## config.mk

```make
export PLATFORM = sky130hd
export DESIGN_NAME = stall_flush_ctrl_flat
export DESIGN_NICKNAME = d
export VERILOG_FILES = /design/src/rtl/stall_flush_ctrl_if.sv /design/src/rtl/stall_flush_ctrl.sv /design/src/flat_wrapper.sv
export SDC_FILE = /design/constraint.sdc
export NUM_CORES = 1
export LEC_CHECK = 0
export CAP_MARGIN = 10
export CORE_MARGIN = 2
export CORE_UTILIZATION = 45
export DETAILED_ROUTE_END_ITERATION = 6
export PLACE_DENSITY = 0.91
export SLEW_MARGIN = 5
export SYNTH_ARGS = -nofsm -noshare
export SYNTH_HDL_FRONTEND = slang
export SYNTH_SLANG_ARGS = --single-unit
```

## constraint.sdc

```tcl
create_clock -name clk -period 5.95 [get_ports clk]
set_clock_uncertainty 0.15 [all_clocks]
set_input_delay 1.4875 -clock clk [delete_from_list [all_inputs] [get_ports clk]]
set_output_delay 1.4875 -clock clk [all_outputs]
set_load 0.02 [all_outputs]
```

## src/rtl/stall_flush_ctrl_if.sv

```systemverilog
// Pipeline control bundle between the hazard/SRAM side of the pipeline and
// stall_flush_ctrl. master drives the status inputs, slave is the controller.
interface stall_flush_ctrl_if #(
  parameter int unsigned CNT_W = 16
);
  logic             has_hazard;
  logic             branch_taken;
  logic             mem_req;
  logic             mem_ready;
  logic             pc_freeze;
  logic             if_id_freeze;
  logic             if_id_flush;
  logic             id_exe_bubble;
  logic             back_freeze;
  logic             mem_timeout;
  logic [CNT_W-1:0] stall_count;

  modport master (
    output has_hazard, branch_taken, mem_req, mem_ready,
    input  pc_freeze, if_id_freeze, if_id_flush, id_exe_bubble,
           back_freeze, mem_timeout, stall_count
  );

  modport slave (
    input  has_hazard, branch_taken, mem_req, mem_ready,
    output pc_freeze, if_id_freeze, if_id_flush, id_exe_bubble,
           back_freeze, mem_timeout, stall_count
  );
endinterface

```

## src/rtl/stall_flush_ctrl.sv

```systemverilog
// Pipeline stall/flush controller: SRAM wait > branch flush > hazard stall.
// SRAM waits longer than TIMEOUT+1 cycles lock into a sticky ERROR state.
// Optional hazard-stall counter enabled by STALL_FLUSH_CTRL_STALL_CNT_EN.
module stall_flush_ctrl #(
  parameter int unsigned TIMEOUT = 64,
  parameter int unsigned CNT_W   = 16
) (
  input  logic           clk,
  input  logic           rst,
  stall_flush_ctrl_if.slave bus
);

  localparam logic [1:0] ST_RUN      = 2'd0;
  localparam logic [1:0] ST_MEM_WAIT = 2'd1;
  localparam logic [1:0] ST_ERROR    = 2'd2;

  logic [1:0] state_q, state_d, cur_st;
  logic [7:0] timer_q, timer_d;
  logic       pc_freeze, if_id_freeze, if_id_flush, id_exe_bubble, back_freeze;
  logic       stall_inc;

  // Reset overrides the registered state so outputs follow RUN rules during rst.
  assign cur_st = rst ? ST_RUN : state_q;

  // Output decode and next-state/timer selection.
  always_comb begin
    state_d       = cur_st;
    timer_d       = timer_q;
    pc_freeze     = 1'b0;
    if_id_freeze  = 1'b0;
    if_id_flush   = 1'b0;
    id_exe_bubble = 1'b0;
    back_freeze   = 1'b0;
    stall_inc     = 1'b0;
    if (cur_st == ST_ERROR) begin
      pc_freeze    = 1'b1;
      if_id_freeze = 1'b1;
      back_freeze  = 1'b1;
    end else if (cur_st == ST_MEM_WAIT && !bus.mem_ready) begin
      pc_freeze    = 1'b1;
      if_id_freeze = 1'b1;
      back_freeze  = 1'b1;
      if (timer_q == 8'(TIMEOUT)) begin
        state_d = ST_ERROR;
      end else begin
        timer_d = timer_q + 8'd1;
      end
    end else if (cur_st == ST_RUN && bus.mem_req && !bus.mem_ready) begin
      pc_freeze    = 1'b1;
      if_id_freeze = 1'b1;
      back_freeze  = 1'b1;
      state_d      = ST_MEM_WAIT;
      timer_d      = 8'd1;
    end else begin
      // Effective RUN: plain RUN, or the MEM_WAIT cycle where SRAM completes.
      if (bus.branch_taken) begin
        if_id_flush   = 1'b1;
        id_exe_bubble = 1'b1;
      end else if (bus.has_hazard) begin
        pc_freeze     = 1'b1;
        if_id_freeze  = 1'b1;
        id_exe_bubble = 1'b1;
        stall_inc     = (cur_st == ST_RUN);
      end
      if (cur_st == ST_MEM_WAIT) begin
        state_d = ST_RUN;
        timer_d = '0;
      end
    end
  end

  // State and wait timer registers.
  always_ff @(posedge clk) begin
    if (rst) begin
      state_q <= ST_RUN;
      timer_q <= '0;
    end else begin
      state_q <= state_d;
      timer_q <= timer_d;
    end
  end

  assign bus.pc_freeze     = pc_freeze;
  assign bus.if_id_freeze  = if_id_freeze;
  assign bus.if_id_flush   = if_id_flush;
  assign bus.id_exe_bubble = id_exe_bubble;
  assign bus.back_freeze   = back_freeze;
  assign bus.mem_timeout   = (cur_st == ST_ERROR);

`ifdef STALL_FLUSH_CTRL_STALL_CNT_EN
  logic [CNT_W-1:0] cnt_q;

  // Saturating count of hazard-stall cycles in RUN.
  always_ff @(posedge clk) begin
    if (rst) begin
      cnt_q <= '0;
    end else if (stall_inc && cnt_q != '1) begin
      cnt_q <= cnt_q + 1'b1;
    end
  end

  assign bus.stall_count = cnt_q;
`else
  logic unused_inc;
  assign unused_inc      = stall_inc;
  assign bus.stall_count = {CNT_W{1'b0}};
`endif

endmodule
```

## src/flat_wrapper.sv

```systemverilog
// flat-port wrapper written by rule: the top's interface ports become plain ports
module stall_flush_ctrl_flat 
#(
  parameter int unsigned TIMEOUT = 64,
  parameter int unsigned CNT_W   = 16
)
  (clk, rst, bus_has_hazard, bus_branch_taken, bus_mem_req, bus_mem_ready, bus_pc_freeze, bus_if_id_freeze, bus_if_id_flush, bus_id_exe_bubble, bus_back_freeze, bus_mem_timeout, bus_stall_count);
  stall_flush_ctrl_if #(.CNT_W(CNT_W)) bus_i ();
  input  logic clk;
  input  logic rst;
  input wire logic [$bits(bus_i.has_hazard)-1:0] bus_has_hazard;
  input wire logic [$bits(bus_i.branch_taken)-1:0] bus_branch_taken;
  input wire logic [$bits(bus_i.mem_req)-1:0] bus_mem_req;
  input wire logic [$bits(bus_i.mem_ready)-1:0] bus_mem_ready;
  output wire logic [$bits(bus_i.pc_freeze)-1:0] bus_pc_freeze;
  output wire logic [$bits(bus_i.if_id_freeze)-1:0] bus_if_id_freeze;
  output wire logic [$bits(bus_i.if_id_flush)-1:0] bus_if_id_flush;
  output wire logic [$bits(bus_i.id_exe_bubble)-1:0] bus_id_exe_bubble;
  output wire logic [$bits(bus_i.back_freeze)-1:0] bus_back_freeze;
  output wire logic [$bits(bus_i.mem_timeout)-1:0] bus_mem_timeout;
  output wire logic [$bits(bus_i.stall_count)-1:0] bus_stall_count;
  assign bus_i.has_hazard = bus_has_hazard;
  assign bus_i.branch_taken = bus_branch_taken;
  assign bus_i.mem_req = bus_mem_req;
  assign bus_i.mem_ready = bus_mem_ready;
  assign bus_pc_freeze = bus_i.pc_freeze;
  assign bus_if_id_freeze = bus_i.if_id_freeze;
  assign bus_if_id_flush = bus_i.if_id_flush;
  assign bus_id_exe_bubble = bus_i.id_exe_bubble;
  assign bus_back_freeze = bus_i.back_freeze;
  assign bus_mem_timeout = bus_i.mem_timeout;
  assign bus_stall_count = bus_i.stall_count;
  stall_flush_ctrl #(.TIMEOUT(TIMEOUT), .CNT_W(CNT_W)) u_core (.clk(clk), .rst(rst), .bus(bus_i));
endmodule
```

# --- After elaboration in Yosys (flattened, before gate mapping) ---
# Cells that the tools add are included.
word_totals:
  reg_bits: 10
  latchBits: 0
  ram_bits: 0
  rom_bits: 0
  inputBits: 6
  out_inout_bits: 22
  elab_cells: 41
  memories: 0
op_classes:
  n_addsub: 1
  mul: 0
  n_div: 0
  magnitude_cmp: 0
  eq_ne: 4
  n_shift: 0
  muxes: 26
  bitwise_logic: 1
  n_reduce_logical: 7
op_table:
  columns: ["operator", "n"]
  rows:
  - ["$mux W8", 4]
  - ["$mux W1", 16]
  - ["$mux W2", 6]
  - ["$add A8 B1 Y8 const B", 1]
  - ["$eq A8 B7 Y1 const B", 1]
  - ["$logic_and A1 B1 Y1", 3]
  - ["$reduce_and A3 Y1", 1]
  - ["$reduce_bool A3 Y1", 1]
  - ["$eq A2 B1 Y1 const B", 1]
  - ["$eq A2 B2 Y1 const B", 1]
  - ["$logic_not A2 Y1", 1]
  - ["$ne A2 B2 Y1 const B", 1]
  - ["$logic_not A1 Y1", 1]
  - ["$not A1 Y1", 1]

# --- Longest topological paths before layout ---
# Gate-level depths: netlist (run 1).
logic_depth:
  depth_word: 7
  ltp_mapped: 7
  depth_no_buf: 6

# --- Least setup slack after synthesis (run 1) ---
# Ideal clock, no wire load.
synth_path:
  kind: "input -> output"
  start: "in rst"
  end: "out bus_pc_freeze"
  t_arrival_ns: 2.695
  required_time_ns: 4.313
  slack_ns: 1.617
  cell_stages: 5
  path_buffers: 1
  cell_sequence: "nor2b_1 -> mux2i_1 -> o22ai_1 -> a21o_1 -> buf_4"
synth_between:
  elab_chain_len: 7
  elab_cells_between_ends: 10
  cone_classes: "eq/ne: 2; mux: 4; reduce/logical: 4"
synth_rtl:
  columns: ["item", "line_no", "text"]
  rows:
  - ["start: declaration", "flat_wrapper.sv:10", "input logic rst;"]
  - ["$mux W2 (*)", "stall_flush_ctrl.sv:23", "assign cur_st = rst ? ST_RUN : state_q;"]
  - ["$logic_not A2 Y1", "stall_flush_ctrl.sv:48", "end else if (cur_st == ST_RUN && bus.mem_req && !bus.mem_ready) begin"]
  - ["$logic_and A1 B1 Y1 (2 in a row)", "stall_flush_ctrl.sv:48", null]
  - ["$mux W1 (2 in a row)", null, null]
  - ["$mux W1 (*)", null, null]
  - ["end: declaration", "flat_wrapper.sv:15", "output wire logic [$bits(bus_i.pc_freeze)-1:0] bus_pc_freeze;"]
# Every way passes the cells marked *; elsewhere a longest branch is shown, timed or not.

# --- Worst setup path in the final report (run 1) ---
layout_path:
  start: "in rst"
  end: "out bus_if_id_freeze"
layout_between:
  elab_chain_len: 7
  elab_cells_between_ends: 10
  cone_classes: "eq/ne: 2; mux: 4; reduce/logical: 4"
layout_rtl:
  columns: ["item", "line_no", "text"]
  rows:
  - ["$mux W2 (*)", "stall_flush_ctrl.sv:23", null]
  - ["$logic_not A2 Y1", "stall_flush_ctrl.sv:48", null]
  - ["$logic_and A1 B1 Y1 (2 in a row)", "stall_flush_ctrl.sv:48", null]
  - ["$mux W1", "stall_flush_ctrl.sv:48", null]
  - ["$mux W1", "stall_flush_ctrl.sv:39", "end else if (cur_st == ST_MEM_WAIT && !bus.mem_ready) begin"]
  - ["$mux W1 (*)", "stall_flush_ctrl.sv:35", "if (cur_st == ST_ERROR) begin"]
  - ["end: declaration", "flat_wrapper.sv:16", "output wire logic [$bits(bus_i.if_id_freeze)-1:0] bus_if_id_freeze;"]
# Marks and branches as above.

==> out/metrics.cfg, run 1 <==
[floorplan]
ios=28
die-area_um2=1990
core_area_um2=1520
die_h_um=44.6
num_rows=14
die-width_um=44.6
start_util_pct=48.8

[grt]
antenna_found_initial=0
track_usage_pct=18.1
grt_pass1_vias=615
grt_overflow_total=0
busiest_layer=met2
met3_usage_pct=7.35
grt_pass1_wl_um=2630
use_met2_pct=32.2
grt_max_degree=14
grt_util_met1_pct=20.1

[route]
vias=657
drtPass1Iterations=4
drtAntennaViolNets=0
drt-initial-drc-count=17
wl_per_cell_um=13.0
drt-total-wl_um=1590
drc_errors=0
vias_per_cell=5.39

[logic_synthesis]
ys_types=33
syn-instance-count=96
ys_seq_area_share_pct=26.9
syn_area_um2=743
synth-seq-cells=10
yosysWarnings=0
avgSynthCellArea_um2=7.74

[pwr]
ir_drop_mv=0.145
p_leak_nw=0.329
powerDensity_nw_per_um2=200
power.total_mw=0.163

[place]
port_buffers=11
gp_congestion=0.811
place_area_um2=782
hpwl_um=1200
dp.cells=118

[sta]
max_freq_mhz=190
slew_headroom_pct=67.1
period_share_pct=88.3
min_period_ns=5.25
slew_violations=0
rsz0062_at_grt=no
hold_viol=0
tightestPinTransition_ns=0.488
final.setup.tns_ns=0
setup_viol=0
fin_hold_ws_ns=0.358

[min_path]
holdCritPathClass=register to register
hold_depth=2

[clock_tree]
cts_tree=done
cts_max_path_buffers=2
cts_setup_buffers=0
clkTransAtPathRegs_ns=0.07
worstSkewPairLatency_ns=0.28
cts-resized-gates=0
h-tree-depth=1
cts_sinks=10
cts_hold_buffers=0
cts-root-buf=clkbuf_4
cts_made_buffers=3

[critical_path]
end_kind=output pin
cp_data_required_time_ns=4.31
reg2reg_depth=4
cp-start-kind=input pin
crit_type=input pin to output pin
cp_data_arrival_time_ns=3.61
rrSetupSlack_ns=3.72
path_max_fanout=13

[final_layout]
final_cells=122
final_area_um2=818
diodes=0
finalNetCount=115
syn2layout_area_growth_pct=10.1
drive_gt1_share_pct=6.60

[run_status]
outcome=finished clean

[job]
drv_cap=0

[cell type report]
type | instances | area (um^2)
clock buffers | 4 | 36.3
fillers | 151 | 706
inverters | 5 | 18.8
multi-input cells | 76 | 433
flip-flops and latches | 10 | 200
well taps | 16 | 20.0
repair buffers | 11 | 110
[worst max-delay path: stages]
cell and delay, ns:
clkdlybuf4s50_1 0.65, nor2b_1 0.36, mux2i_1 0.12, o22ai_1 0.26, a21o_1 0.14, clkdlybuf4s50_1 0.60
[layout by cell type (no fill, tap or decap)]
cell	Yosys	final
conb_1	1	16
nor2_1	11	11
clkdlybuf4s50_1	0	11
dfxtp_1	10	10
a21oi_1	6	6
inv_1	5	5
nand2_1	5	5
o21ai_0	5	5
a31oi_1	4	4
a311oi_1	3	3
clkbuf_4	0	3
nor2b_1	2	2
nand3_1	2	2
and3_1	2	2
or4_1	2	2
nor3_1	2	2
ha_1	2	2
nand2b_1	1	1
mux2i_1	1	1
o22ai_1	1	1
a21o_1	1	1
o21a_1	1	1
or4b_1	1	1
or4b_2	1	1
nand3b_1	1	1
or4_4	1	1
o211ai_1	1	1
nand4_1	1	1
a211oi_2	1	1
a41o_1	1	1
nor4b_1	1	1
clkbuf_8	0	1
[where the power goes]
group / leakage, nW / switching [mW] / internal, mW / total, mW
registers: 0.0808 / 0.000974 / 0.0676 / 0.0685
clock network: 0.0210 / 0.0253 / 0.0372 / 0.0625
logic: 0.227 / 0.0213 / 0.0110 / 0.0323
total: 0.329 / 0.0475 / 0.116 / 0.163
[per-stage QoR]
step                setup WS (ns)  utilization, %
floorplan                    1.62               -
global placement            0.792            51.3
detailed placement          0.688            51.3
CTS                         0.698            53.7
global route                0.522            53.7
finish                      0.699            53.7
[per-layer routing]
layer  share of wire [%]  up-vias  routed length, um
met5                   0        -                  0
met4                   0        0                  0
met1                  45      309                708
li1                    -      330                  -
met2                  50       18                796
met3                 5.4        0                 86
[registers in the layout, summed over array words and instances, names as in the netlist]
| register | count |
|---|---|
| u_core.state_q | 2 |
| u_core.timer_q | 8 |
[synthesized netlist by cell type (all sizes together)]
master,instances,area share (%)
o21ai,5,3.4
nor4b,1,1.2
nand2b,1,0.84
clkbuf,1,0.50
a31oi,4,3.4
o21a,1,1.0
conb,1,0.50
nand4,1,0.84
nor3,2,1.3
or4,3,3.5
and3,2,1.7
inv,5,2.5
a311oi,3,3.5
mux2i,1,1.3
nand2,5,2.5
nand3,2,1.3
nor2b,2,1.7
a211oi,1,1.7
a21o,1,1.0
ha,2,3.4
o211ai,1,1.0
or4b,2,2.7
o22ai,1,0.84
buf,19,19
a21oi,6,4.0
dfxtp,10,27
nand3b,1,1.0
a41o,1,1.3
nor2,11,5.6
[final timing paths]
kind / from / to
worst min register to register: u_core.timer_q[7] / u_core.timer_q[7]
worst max-delay path: rst / bus_if_id_freeze
worst max register to register: u_core.state_q[0] / u_core.timer_q[0]
worst min-delay path: u_core.timer_q[7] / u_core.timer_q[7]
[kinds of logic after synthesis]
group,Yosys count,share of synthesized area (%)
AO/OA/AOI/OAI,24,21.2
buffers and inverters,25,22.4
multiplexers,1,1.35
AND/OR/NAND/NOR,33,24.2
other,1,0.505
adder cells (fa/ha/maj),2,3.37
flip-flops,10,26.9
(Power assumes the default switching activity.)
==> run 2: changes to the inputs <==
--- a/config.mk
+++ b/config.mk
@@ -6,8 +6,10 @@
 export NUM_CORES = 1
 export LEC_CHECK = 0
 export CAP_MARGIN = 10
+export CORE_ASPECT_RATIO = 1.25
 export CORE_MARGIN = 2
 export CORE_UTILIZATION = 45
+export CTS_BUF_LIST = sky130_fd_sc_hd__clkbuf_8
 export DETAILED_ROUTE_END_ITERATION = 6
 export PLACE_DENSITY = 0.91
 export SLEW_MARGIN = 5
==> run 2 against run 1 <==
  * Critical path depth unchanged
  * Global-route usage increased by 0.36 points
  * Worst hold slack improved by 0.0033 ns
  * Count of clock-buffer cells in the layout unchanged
  * Sequential power about the same
  * Via count increased by 2.6%
  * Critical endpoint is now bus_pc_freeze
  * Highest routed layer is now met4
  * Critical path type unchanged
  * Power increased by 15%
==> out/metrics.cfg, run 2 (same netlist as run 1, synthesis figures left out) <==
[clock_tree]
cts-root-buf=clkbuf_8
cts_hold_buffers=0  ; unchanged
cts-resized-gates=0  ; unchanged
cts_tree=done
cts_max_path_buffers=2  ; unchanged
h-tree-depth=1  ; unchanged
worstSkewPairLatency_ns=0.24  ; -0.04 ns
cts_sinks=10  ; unchanged
cts_made_buffers=3  ; unchanged
cts_setup_buffers=0  ; unchanged
clkTransAtPathRegs_ns=0.05  ; -0.02 ns

[final_layout]
regMostFlops=u_core.timer_q
seq_area_um2=200  ; unchanged
final_cell_mix=16 x conb_1, 11 x nor2_1, 11 x clkdlybuf4s50_1
drive_gt1_share_pct=6.60  ; unchanged
diodes=0  ; unchanged
largest_reg_flops=8  ; unchanged
nFillCells=159  ; +5.3%
syn2layout_area_growth_pct=13.0
biggestRegsByFlops=u_core.timer_q x8, u_core.state_q x2
multi_input_area_um2=433  ; unchanged
finalNetCount=115  ; unchanged
layout_commonest_cell=conb_1

[sta]
rsz0062_at_grt=no
slew_violations=0  ; unchanged
max_freq_mhz=190  ; -0.16%
setup_viol=0  ; unchanged
hold_viol=0  ; unchanged
period_share_pct=88.4  ; +0.14 points
min_period_ns=5.26  ; +0.00834 ns
final.setup.tns_ns=0  ; unchanged
fin_hold_ws_ns=0.361  ; +0.00329 ns

[place]
port_buffers=11  ; unchanged
gp_congestion=0.768  ; -5.3%
hpwl_um=1180  ; -2.1%

[pwr]
clockPowerShare_pct=46.1  ; +7.8 points
pwr-share-seq_pct=36.7  ; -5.3 points
sw_frac_of_total_pct=26.7  ; -2.4 points
switchingPower_mw=0.0500  ; +5.2%
power.total_mw=0.187  ; +15%
powerDensity_nw_per_um2=223  ; +12%
ir_drop_mv=0.153  ; +5.6%
p_int_mw=0.137  ; +18%
power_frac_comb_pct=17.2  ; -2.6 points
p_leak_nw=0.337  ; +2.4%

[route]
drc_errors=0  ; unchanged
drt-initial-drc-count=19  ; +2
drtAntennaViolNets=0  ; unchanged
vias_per_cell=5.44  ; +0.93%
wl_met1_um=605  ; -15%
wl_per_cell_um=12.5  ; -4.3%
vias=674  ; +2.6%
wl_met2_um=827  ; +3.9%
wl_met3_um=95  ; +10%
top_layer=met4
drt-total-wl_um=1550  ; -2.7%
drtPass1Iterations=4  ; unchanged

[grt]
antenna_found_initial=0  ; unchanged
grt_overflow_total=0  ; unchanged
grt_pass1_wl_um=2580  ; -1.8%
grt_pass1_vias=621  ; +0.98%
track_usage_pct=18.5  ; +0.36 points
grt_max_degree=14  ; unchanged

[critical_path]
crit_slowest_cell=clkdlybuf4s50_1
cpMostUsedCell=clkdlybuf4s50_1
path_max_fanout=13  ; unchanged
cp_data_arrival_time_ns=3.62  ; about the same
cp_cell_sequence=clkdlybuf4s50_1, nor2b_1, mux2i_1, o22ai_1, a21o_1, clkdlybuf4s50_1
cp-start-kind=input pin
critPathBufInv=2  ; unchanged
crit_type=input pin to output pin
end_kind=output pin
cp_data_required_time_ns=4.31  ; about the same
cpPeakStageDelay_ns=0.64  ; about the same
crit_family=buffers and inverters

[floorplan]
core_area_um2=1560  ; +2.5%
die-width_um=40.4  ; -9.6%
ios=28  ; unchanged
die-area_um2=1990  ; about the same
die_h_um=49.4  ; +11%
start_util_pct=47.6  ; -1.2 points
num_rows=16  ; +2

[run_status]
outcome=finished clean

[job]
drv_cap=0  ; unchanged

[min_path]
holdCritPathClass=register to register

run 2: path summary, 6_finish.rpt:
path / start / end / slack, ns / cells past startpoint
min reg2reg: u_core.timer_q[7] / u_core.timer_q[7] / 0.36 / 2
max: rst / bus_pc_freeze / 0.69 / 6
min: u_core.timer_q[7] / u_core.timer_q[7] / 0.36 / 2
max reg2reg: u_core.state_q[0] / u_core.timer_q[1] / 3.70 / 4
run 2: layer usage:
metal	vias to the layer above	global-route usage (%)
li1	333	-
met1	320	18.7
met2	19	31.5
met3	2	6.39
met4	0	8.33
met5	-	0
run 2: final cells by class:
class,instances,share of cell area [%]
Multi-Input combinational cell,76,51.6
Clock buffer,4,6.56
Inverter,5,2.24
Timing Repair Buffer,11,13.1
Tap cell,18,2.68
Sequential cell,10,23.8
run 2: metrics by stage:
step / utilization (%) / instances / setup WS, ns / instance area [um^2]
global route: 53.8 / 124 / 0.506 / 840
detailed placement: 50.2 / 120 / 0.686 / 785
global placement: 50.2 / 120 / 0.809 / 785
CTS: 53.8 / 124 / 0.681 / 840
finish: 53.8 / 124 / 0.690 / 840
floorplan: - / 111 / 1.62 / 800
run 2: worst min-delay path: cells and delay by family, from the launching register on:
family	cells	cell delay [ns]
flip-flops	1	0.32
AO/OA/AOI/OAI	1	0.07
AND/OR/NAND/NOR	1	0.06
run 2: power by group through the flow:
stage / logic [mW] / clock network, mW / registers (mW)
6_report: 0.0323 / 0.0861 / 0.0686
3_3_place_gp: 0.0312 / 0 / 0.0699
2_1_floorplan: 0.0298 / 0 / 0.0698
3_5_place_dp: 0.0320 / 0 / 0.0700
5_1_grt: 0.0346 / 0.0911 / 0.0687
4_1_cts: 0.0321 / 0.0871 / 0.0686
==> run 3: changes to the inputs <==
--- a/config.mk
+++ b/config.mk
@@ -10,6 +10,7 @@
 export CORE_MARGIN = 2
 export CORE_UTILIZATION = 45
 export CTS_BUF_LIST = sky130_fd_sc_hd__clkbuf_8
+export CTS_CLUSTER_DIAMETER = 120
 export DETAILED_ROUTE_END_ITERATION = 6
 export PLACE_DENSITY = 0.91
 export SLEW_MARGIN = 5
==> results of run 3 <==
Final layout, timing and power as in run 2 (identical DEF).
